==> src/rtl/spi_register_map.sv <==
// SPI mode-0 slave register map: 12 R/W config registers, 4 read-only status
// registers, config-driven outputs and a PRBS-7 generator on uio_out[7].
// SPI pins are asynchronous; they are synchronized and edge-detected on clk.
module spi_register_map #(
  parameter int ADDR_WIDTH     = 7,
  parameter int DATA_WIDTH     = 8,
  parameter int NUM_CONFIG_REG = 12,
  parameter int NUM_STATUS_REG = 4
) (
  input  logic       clk,
  input  logic       rst,
  input  logic       ena,
  input  logic [7:0] ui_in,
  input  logic [7:0] uio_in,
  output logic [7:0] uio_out,
  output logic [7:0] uio_oe,
  output logic [7:0] uo_out
);

  localparam int CFG_IDX_W = $clog2(NUM_CONFIG_REG);
  localparam logic [ADDR_WIDTH-1:0] CFG_END = ADDR_WIDTH'(NUM_CONFIG_REG);
  localparam logic [ADDR_WIDTH-1:0] ADDR_UI = ADDR_WIDTH'(NUM_CONFIG_REG + 2);
  localparam logic [ADDR_WIDTH-1:0] ADDR_ID = ADDR_WIDTH'(NUM_CONFIG_REG + NUM_STATUS_REG - 1);
  // bit_cnt_q value seen on the rising edge that completes the command / frame
  localparam logic [4:0] CMD_LAST   = 5'(ADDR_WIDTH);
  localparam logic [4:0] FRAME_LAST = 5'(ADDR_WIDTH + DATA_WIDTH);

  typedef enum logic [1:0] {
    S_IDLE,
    S_CMD,
    S_DATA,
    S_DONE
  } state_e;

  // synchronizers: [1] is the synchronized level, [2] the previous level
  logic [2:0] sck_q;
  logic [1:0] sdi_q;
  logic [2:0] csn_q;
  logic [7:0] ui_meta_q;
  logic [7:0] ui_q;

  logic sck_rise, sck_fall, csn_fall, csn_s, sdi_s;

  state_e                state_q;
  logic [4:0]            bit_cnt_q;
  logic [DATA_WIDTH-2:0] shift_q;
  logic                  rw_q;
  logic [ADDR_WIDTH-1:0] addr_q;
  logic [DATA_WIDTH-1:0] tx_q;
  logic                  sdo_q;
  logic                  wr_pend_q;
  logic [DATA_WIDTH-1:0] wr_data_q;

  logic [DATA_WIDTH-1:0] cfg_q [NUM_CONFIG_REG];
  logic [6:0]            lfsr_q;

  logic [ADDR_WIDTH-1:0] cmd_addr_d;
  logic [DATA_WIDTH-1:0] rd_data_d;
  logic [6:0]            seed_d;
  logic [6:0]            lfsr_d;

  logic unused_ok;
  assign unused_ok = ^{ena, uio_in[7:4], uio_in[2]};

  assign sck_rise = sck_q[1] & ~sck_q[2];
  assign sck_fall = ~sck_q[1] & sck_q[2];
  assign csn_s    = csn_q[1];
  assign csn_fall = ~csn_q[1] & csn_q[2];
  assign sdi_s    = sdi_q[1];

  // Synchronize SPI pins and ui_in into the clk domain.
  // CS_N resets to 0 so a reset taken with CS_N low cannot fake a falling
  // edge; a frame only starts on a genuine high-to-low transition.
  always_ff @(posedge clk) begin
    if (rst) begin
      sck_q     <= '0;
      sdi_q     <= '0;
      csn_q     <= '0;
      ui_meta_q <= '0;
      ui_q      <= '0;
    end else begin
      sck_q     <= {sck_q[1:0], uio_in[0]};
      sdi_q     <= {sdi_q[0], uio_in[1]};
      csn_q     <= {csn_q[1:0], uio_in[3]};
      ui_meta_q <= ui_in;
      ui_q      <= ui_meta_q;
    end
  end

  // Address being completed on the 8th rising edge and its read data.
  always_comb begin
    cmd_addr_d = {shift_q[ADDR_WIDTH-2:0], sdi_s};
    rd_data_d  = '0;
    if (cmd_addr_d < CFG_END) begin
      rd_data_d = cfg_q[cmd_addr_d[CFG_IDX_W-1:0]];
    end else if (cmd_addr_d == ADDR_UI) begin
      rd_data_d = ui_q;
    end else if (cmd_addr_d == ADDR_ID) begin
      rd_data_d = '1;
    end
  end

  // SPI frame FSM: command capture, read shift-out, write request.
  always_ff @(posedge clk) begin
    if (rst) begin
      state_q   <= S_IDLE;
      bit_cnt_q <= '0;
      shift_q   <= '0;
      rw_q      <= 1'b0;
      addr_q    <= '0;
      tx_q      <= '0;
      sdo_q     <= 1'b0;
      wr_pend_q <= 1'b0;
      wr_data_q <= '0;
    end else begin
      wr_pend_q <= 1'b0;
      if (csn_s) begin
        state_q   <= S_IDLE;
        bit_cnt_q <= '0;
        shift_q   <= '0;
        tx_q      <= '0;
        sdo_q     <= 1'b0;
      end else begin
        unique case (state_q)
          S_IDLE: begin
            if (csn_fall) state_q <= S_CMD;
          end
          S_CMD: begin
            if (sck_rise) begin
              shift_q   <= {shift_q[DATA_WIDTH-3:0], sdi_s};
              bit_cnt_q <= bit_cnt_q + 5'd1;
              if (bit_cnt_q == CMD_LAST) begin
                rw_q    <= shift_q[ADDR_WIDTH-1];
                addr_q  <= cmd_addr_d;
                tx_q    <= rd_data_d;
                state_q <= S_DATA;
              end
            end
          end
          S_DATA: begin
            if (sck_rise) begin
              shift_q   <= {shift_q[DATA_WIDTH-3:0], sdi_s};
              bit_cnt_q <= bit_cnt_q + 5'd1;
              if (bit_cnt_q == FRAME_LAST) begin
                state_q <= S_DONE;
                if (!rw_q) begin
                  wr_pend_q <= 1'b1;
                  wr_data_q <= {shift_q, sdi_s};
                end
              end
            end else if (sck_fall && rw_q) begin
              sdo_q <= tx_q[DATA_WIDTH-1];
              tx_q  <= {tx_q[DATA_WIDTH-2:0], 1'b0};
            end
          end
          S_DONE: begin
            if (sck_fall) sdo_q <= 1'b0;
          end
          default: state_q <= S_IDLE;
        endcase
      end
    end
  end

  // Config register file; writes beyond the config range are dropped.
  always_ff @(posedge clk) begin
    if (rst) begin
      for (int unsigned i = 0; i < NUM_CONFIG_REG; i++) cfg_q[i] <= '0;
    end else if (wr_pend_q && (addr_q < CFG_END)) begin
      cfg_q[addr_q[CFG_IDX_W-1:0]] <= wr_data_q;
    end
  end

  // PRBS-7 seed (all-zero seed would lock up) and next state, x^7+x^6+1.
  always_comb begin
    seed_d = (cfg_q[1][6:0] == 7'h00) ? 7'h7F : cfg_q[1][6:0];
    lfsr_d = {lfsr_q[5:0], lfsr_q[6] ^ lfsr_q[5]};
  end

  // LFSR runs while enabled, otherwise holds the seed so enabling restarts it.
  always_ff @(posedge clk) begin
    if (rst) begin
      lfsr_q <= 7'h7F;
    end else if (cfg_q[2][7]) begin
      lfsr_q <= lfsr_d;
    end else begin
      lfsr_q <= seed_d;
    end
  end

  assign uio_out = {cfg_q[2][7] & lfsr_q[6], cfg_q[2][6], 3'b000, sdo_q, 2'b00};
  assign uio_oe  = 8'b1100_0100;
  assign uo_out  = cfg_q[3];

endmodule

==> config.mk <==
export PLATFORM = sky130hd
export DESIGN_NAME = spi_register_map
export DESIGN_NICKNAME = d
export VERILOG_FILES = /design/src/rtl/spi_register_map.sv
export SDC_FILE = /design/constraint.sdc
export NUM_CORES = 1
export LEC_CHECK = 0
export ABC_AREA = 1
export ABC_CLOCK_PERIOD_IN_PS = 2190
export CORE_MARGIN = 10
export CORE_UTILIZATION = 40
export CTS_CLUSTER_DIAMETER = 50
export CTS_CLUSTER_SIZE = 30
export DETAILED_ROUTE_END_ITERATION = 16
export PLACE_DENSITY = 0.67
export SLEW_MARGIN = 20
export SYNTH_ARGS = -nofsm -noshare
export SYNTH_HDL_FRONTEND = slang
export SYNTH_SLANG_ARGS = --single-unit
==> constraint.sdc <==
create_clock -name clk -period 2.19 [get_ports clk]
set_input_delay 0.3285 -clock clk [delete_from_list [all_inputs] [get_ports clk]]
set_output_delay 0.3285 -clock clk [all_outputs]
set_load 0.05 [all_outputs]
# Word-level counts from Yosys, hierarchy flattened
# Memories as Yosys holds them, arrays and structs flattened.
# Cells that the tools add are included.
# word_totals
regBits,71
mem_bits_rw,96
in_bits,19
output_inout_bits,24
wordCells,92
n_memories,1
# memory_table
name,words,width,read_ports,rd_ports_with_merged_regs,wr,line,text
cfg_q,12,8,4,0,12,54,logic [DATA_WIDTH-1:0] cfg_q [NUM_CONFIG_REG];
# op_classes
add_sub_neg,1
order_cmp,2
n_eq_ne,15
mux,29
n_bitwise,12
n_reduce_logical,17
# op_table
cell,n
$mux 8,8
$ne 2x2->1 const B,8
$pmux 8 s2,1
$eq 7x4->1 const B,2
$lt 7x4->1 const B,2
$mux 7,2
$mux 1,10
$mux 2,5
$reduce_and 5->1,2
$reduce_and 4->1,2
$reduce_or 8->1,1
$logic_not 7->1,1
$not 1->1,7
$pmux 2 s3,1
$reduce_and 6->1,1
$add 5x1->5 const B,1
$eq 5x3->1 const B,1
$eq 5x4->1 const B,1
$reduce_or 5->1,1
$and 1x1->1,4
$eq 2x2->1 const B,2
$mux 4,1
$reduce_bool 2->1,2
$reduce_or 2->1,2
7 further kinds,8

# Logic depth before layout (Yosys ltp)
# depth
depth_word,7
depth_mapped,11
ltp_nobuf,10

# Least setup slack after synthesis
# OpenSTA, ideal clock, no wires.
# synth_path
path_type,in2reg
start,input port rst
end,memory cfg_q[1][0] (enable)
setup_ns,0.329
t_arrival_ns,1.495
required_time_ns,1.861
slack_ns,0.366
stages,8
path_buffers,1
path_cell_list,buf_2 clkinv_2 nand3b_1 nor2_4 inv_2 nor3_2 nand2_1 nand2_1
# synth_rtl
item,line,text
from (decl),11,"input logic rst,"
to (decl),54,

# Final worst setup path
# layout_path
start,register sdo_q
end,output port uio_out[2]
# layout_rtl
item,line,text
from (decl),50,logic sdo_q;
from (signal assigned),152,sdo_q <= tx_q[DATA_WIDTH-1];
to (decl),15,"output logic [7:0] uio_out,"
# No word-level cell between the ends.

==> flow_metrics.tcl <==
set metrics [dict create \
    track_usage 0.143 \
    hp-class "reg -> reg" \
    htree_levels 4 \
    synth_seq_area_share 0.582 \
    synth_edf_count 96 \
    drive_gt1_frac 0.0814 \
    critPathKind "reg -> out" \
    ys.warnings.count 0 \
    required_ns 1.86 \
    clk_latency_ns 0.43 \
    intPower_mw 5.32 \
    placed_area_mm2 0.00795 \
    via_count 5654 \
    worstReg2RegStart "state_q[0]" \
    synthTopCellsByArea "edfxtp_1 (39%), dfxtp_1 (19%), nor2_1 (12%)" \
    yosysMostFrequentCell "nor2_1" \
    ctsHoldBuffers 0 \
    tns_ns 0 \
    path_cells "clkdlybuf4s50_1" \
    netlist_instances 868 \
    p_sw_frac 0.254 \
    rsz0062_at_grt "false" \
    cts.clk_slew.worst_paths_ns 0.06 \
    ir_drop_mv 0.585 \
    p_per_area_mw_per_mm2 842 \
    final_util 0.468 \
    clock_skew_ns 0.00844 \
    rows 49 \
    die_w_um 156 \
    start_util 0.409 \
    cts.sinks 167 \
    firstDrtPassIters 6 \
    r2r_setup_slack_ns 0.31 \
    synth.top_cells.by_count "nor2_1 (244), nand2_1 (110), edfxtp_1 (96)" \
    critPathArrivalTime_ns 1.62 \
    drt_iter0_drc 540 \
    ios 43 \
    port_buffers 23 \
    min_period_ns 1.95 \
    clock_power_share 0.376 \
    antenna_found_initial 0 \
    slew_headroom 0.494 \
    synthFlopType "edfxtp_1" \
    slew_violations 0 \
    grt_util_met2 0.225 \
    grt_max_degree 52 \
    holdPathEnd "sdi_q[1]" \
    cp_num_buf_inv 1 \
    p_leak_nw 3.26 \
    numCtsBuffers 17 \
    post_cts_buffers 0 \
    routedWlPerCell_um 15.2 \
    grt_use_met1 0.187 \
    hpwl_um 11500 \
    cp-end-kind "output pin" \
    core-area_mm2 0.0181 \
    ys_seq_elements 167 \
    p_sw_mw 1.81 \
    hold_depth 2 \
    setup_viol 0 \
    totalWireLength_um 17300 \
    finalNonFillerCells 1138 \
    vias_per_cell 4.97 \
    cpLargestDelayFamily "buffers and inverters" \
    use_met3 0.0336 \
    cts_resized 0 \
    cpPeakStageDelay_ns 0.82 \
    min_from "sdi_q[0]" \
    dp.cells 1106 \
    antenna_left 0 \
    worst_pin_slew_ns 0.752 \
    fin_nets 922 \
    die_area_mm2 0.0243 \
    grt_pass1_vias 5241 \
    path_depth 1 \
    synth_top_area_frac 0.390 \
    diodes 0 \
    p_seq_frac 0.498 \
    ys_types 30 \
    grt_first_pass_wirelength_um 27200 \
    overflow 0 \
    area_growth_pct 14.6 \
    busiest_layer "met2" \
    async_reset_ff_frac 0 \
    status "complete, no violations" \
    slowest_stage "clkdlybuf4s50_1" \
    finalCritPeriodShare 0.890 \
    max_cap_violations 0 \
    synth_area_leader_cell "edfxtp_1" \
    drc 0 \
    power_frac_comb 0.125 \
    fill_cells 1675 \
    critPathMaxFanout 2 \
    die_h_um 156 \
    start_kind "flip-flop" \
    setup_slack_ns 0.241 \
    tritoncts "yes" \
    syn_area_per_cell_um2 8.52 \
    cts_buffer_depth 2 \
    r2r_cells 10 \
    place_worst_setup_slack_ns 0.0254 \
    worst_r2r_endpoint "tx_q[7]" \
    fin_area_mm2 0.00847 \
    synth_area_mm2 0.00740 \
    gp_congestion 0.831 \
    hold_viol 0 \
    cts-root-buf "clkbuf_16" \
    max_freq_mhz 513 \
]
## per-stage QoR
step	hold slack (ns)	power (mW)
floorplan	0.388	4.27
global placement	0.392	4.50
detailed placement	0.394	4.51
CTS	0.401	7.18
global route	0.410	7.46
finish	0.398	7.14
## power groups by stage
stage	Clock (mW)	Sequential [mW]	Combinational [mW]
2_1_floorplan	0	3.62	0.649
3_3_place_gp	0	3.62	0.882
3_5_place_dp	0	3.62	0.890
4_1_cts	2.72	3.56	0.897
5_1_grt	2.87	3.57	1.02
6_report	2.68	3.56	0.895
## cell type report
type	count	area, um^2	area share
clock inverters	5	25.0	0.00295
repair buffers	57	520	0.0614
clock buffers	27	503	0.0594
multi-input cells	573	2530	0.299
well taps	229	287	0.0338
flip-flops and latches	167	4310	0.508
inverters	80	302	0.0356
## worst max-delay path by stage
| stage | from | to | slack [ns] |
|---|---|---|---|
| after global placement | rst | cfg_q[1][6] | 0.004 |
| after CTS | sdo_q | uio_out[2] | 0.22 |
| after global routing | state_q[0] | tx_q[7] | 0.11 |
| after floorplan | rst | cfg_q[1][0] | 0.37 |
| after detailed placement | rst | cfg_q[2][6] | 0.03 |
| final | sdo_q | uio_out[2] | 0.24 |
## state kept, by name, summed over array words and instances, names as in the netlist
signal	flops
addr_q	7
bit_cnt_q	5
cfg_q	96
csn_q	3
lfsr_q	7
rw_q	1
sck_q	3
sdi_q	2
sdo_q	1
shift_q	7
state_q	2
tx_q	8
ui_meta_q	8
ui_q	8
wr_data_q	8
wr_pend_q	1
## cell families (layout without fill, tap and decap cells)
group | count (synthesis) | count (layout) | synth area share
and+or+nand+nor | 464 | 464 | 0.261
DFF | 167 | 167 | 0.582
buffers and inverters | 139 | 169 | 0.0814
AOI/OAI and AO/OA | 88 | 88 | 0.0612
adders and majority gates | 7 | 7 | 0.0118
other | 2 | 13 | 0.00102
xor gates and xnor gates | 1 | 1 | 0.00118
## routing by layer
metal,vias to the layer above,part of all wire,routed length (um)
li1,2837,-,-
met1,2608,0.44,7650
met2,183,0.46,8040
met3,26,0.073,1260
met4,0,0.021,362
met5,-,0,0
## worst min-delay path, delay by kind of cell (launching register included)
family                 cells  cell delay, ns
DFF                        1            0.30
buffers and inverters      1            0.04
and+or+nand+nor            1            0.03
## layout by cell type, fill, tap and decap left out
cell	count
nand3_1	89
nor2_1	244
clkbuf_16	17
nor3_4	1
nor2_2	1
clkinv_1	2
o211ai_1	1
xor2_1	1
nor2_4	1
a22o_1	1
ha_1	7
clkdlybuf4s50_1	22
a21oi_1	38
nand2_1	110
inv_2	2
nor3_2	3
nand2_2	3
clkbuf_8	4
inv_1	75
nor4_1	2
clkinv_2	6
conb_1	13
nand4_1	9
nand3b_1	1
o2111ai_1	1
o21ai_0	46
dfxtp_1	70
a211oi_1	1
edfxtp_1	96
clkbuf_1	6
buf_12	3
dfxtp_2	1
buf_4	32
Power figures use the tool's default switching activity.
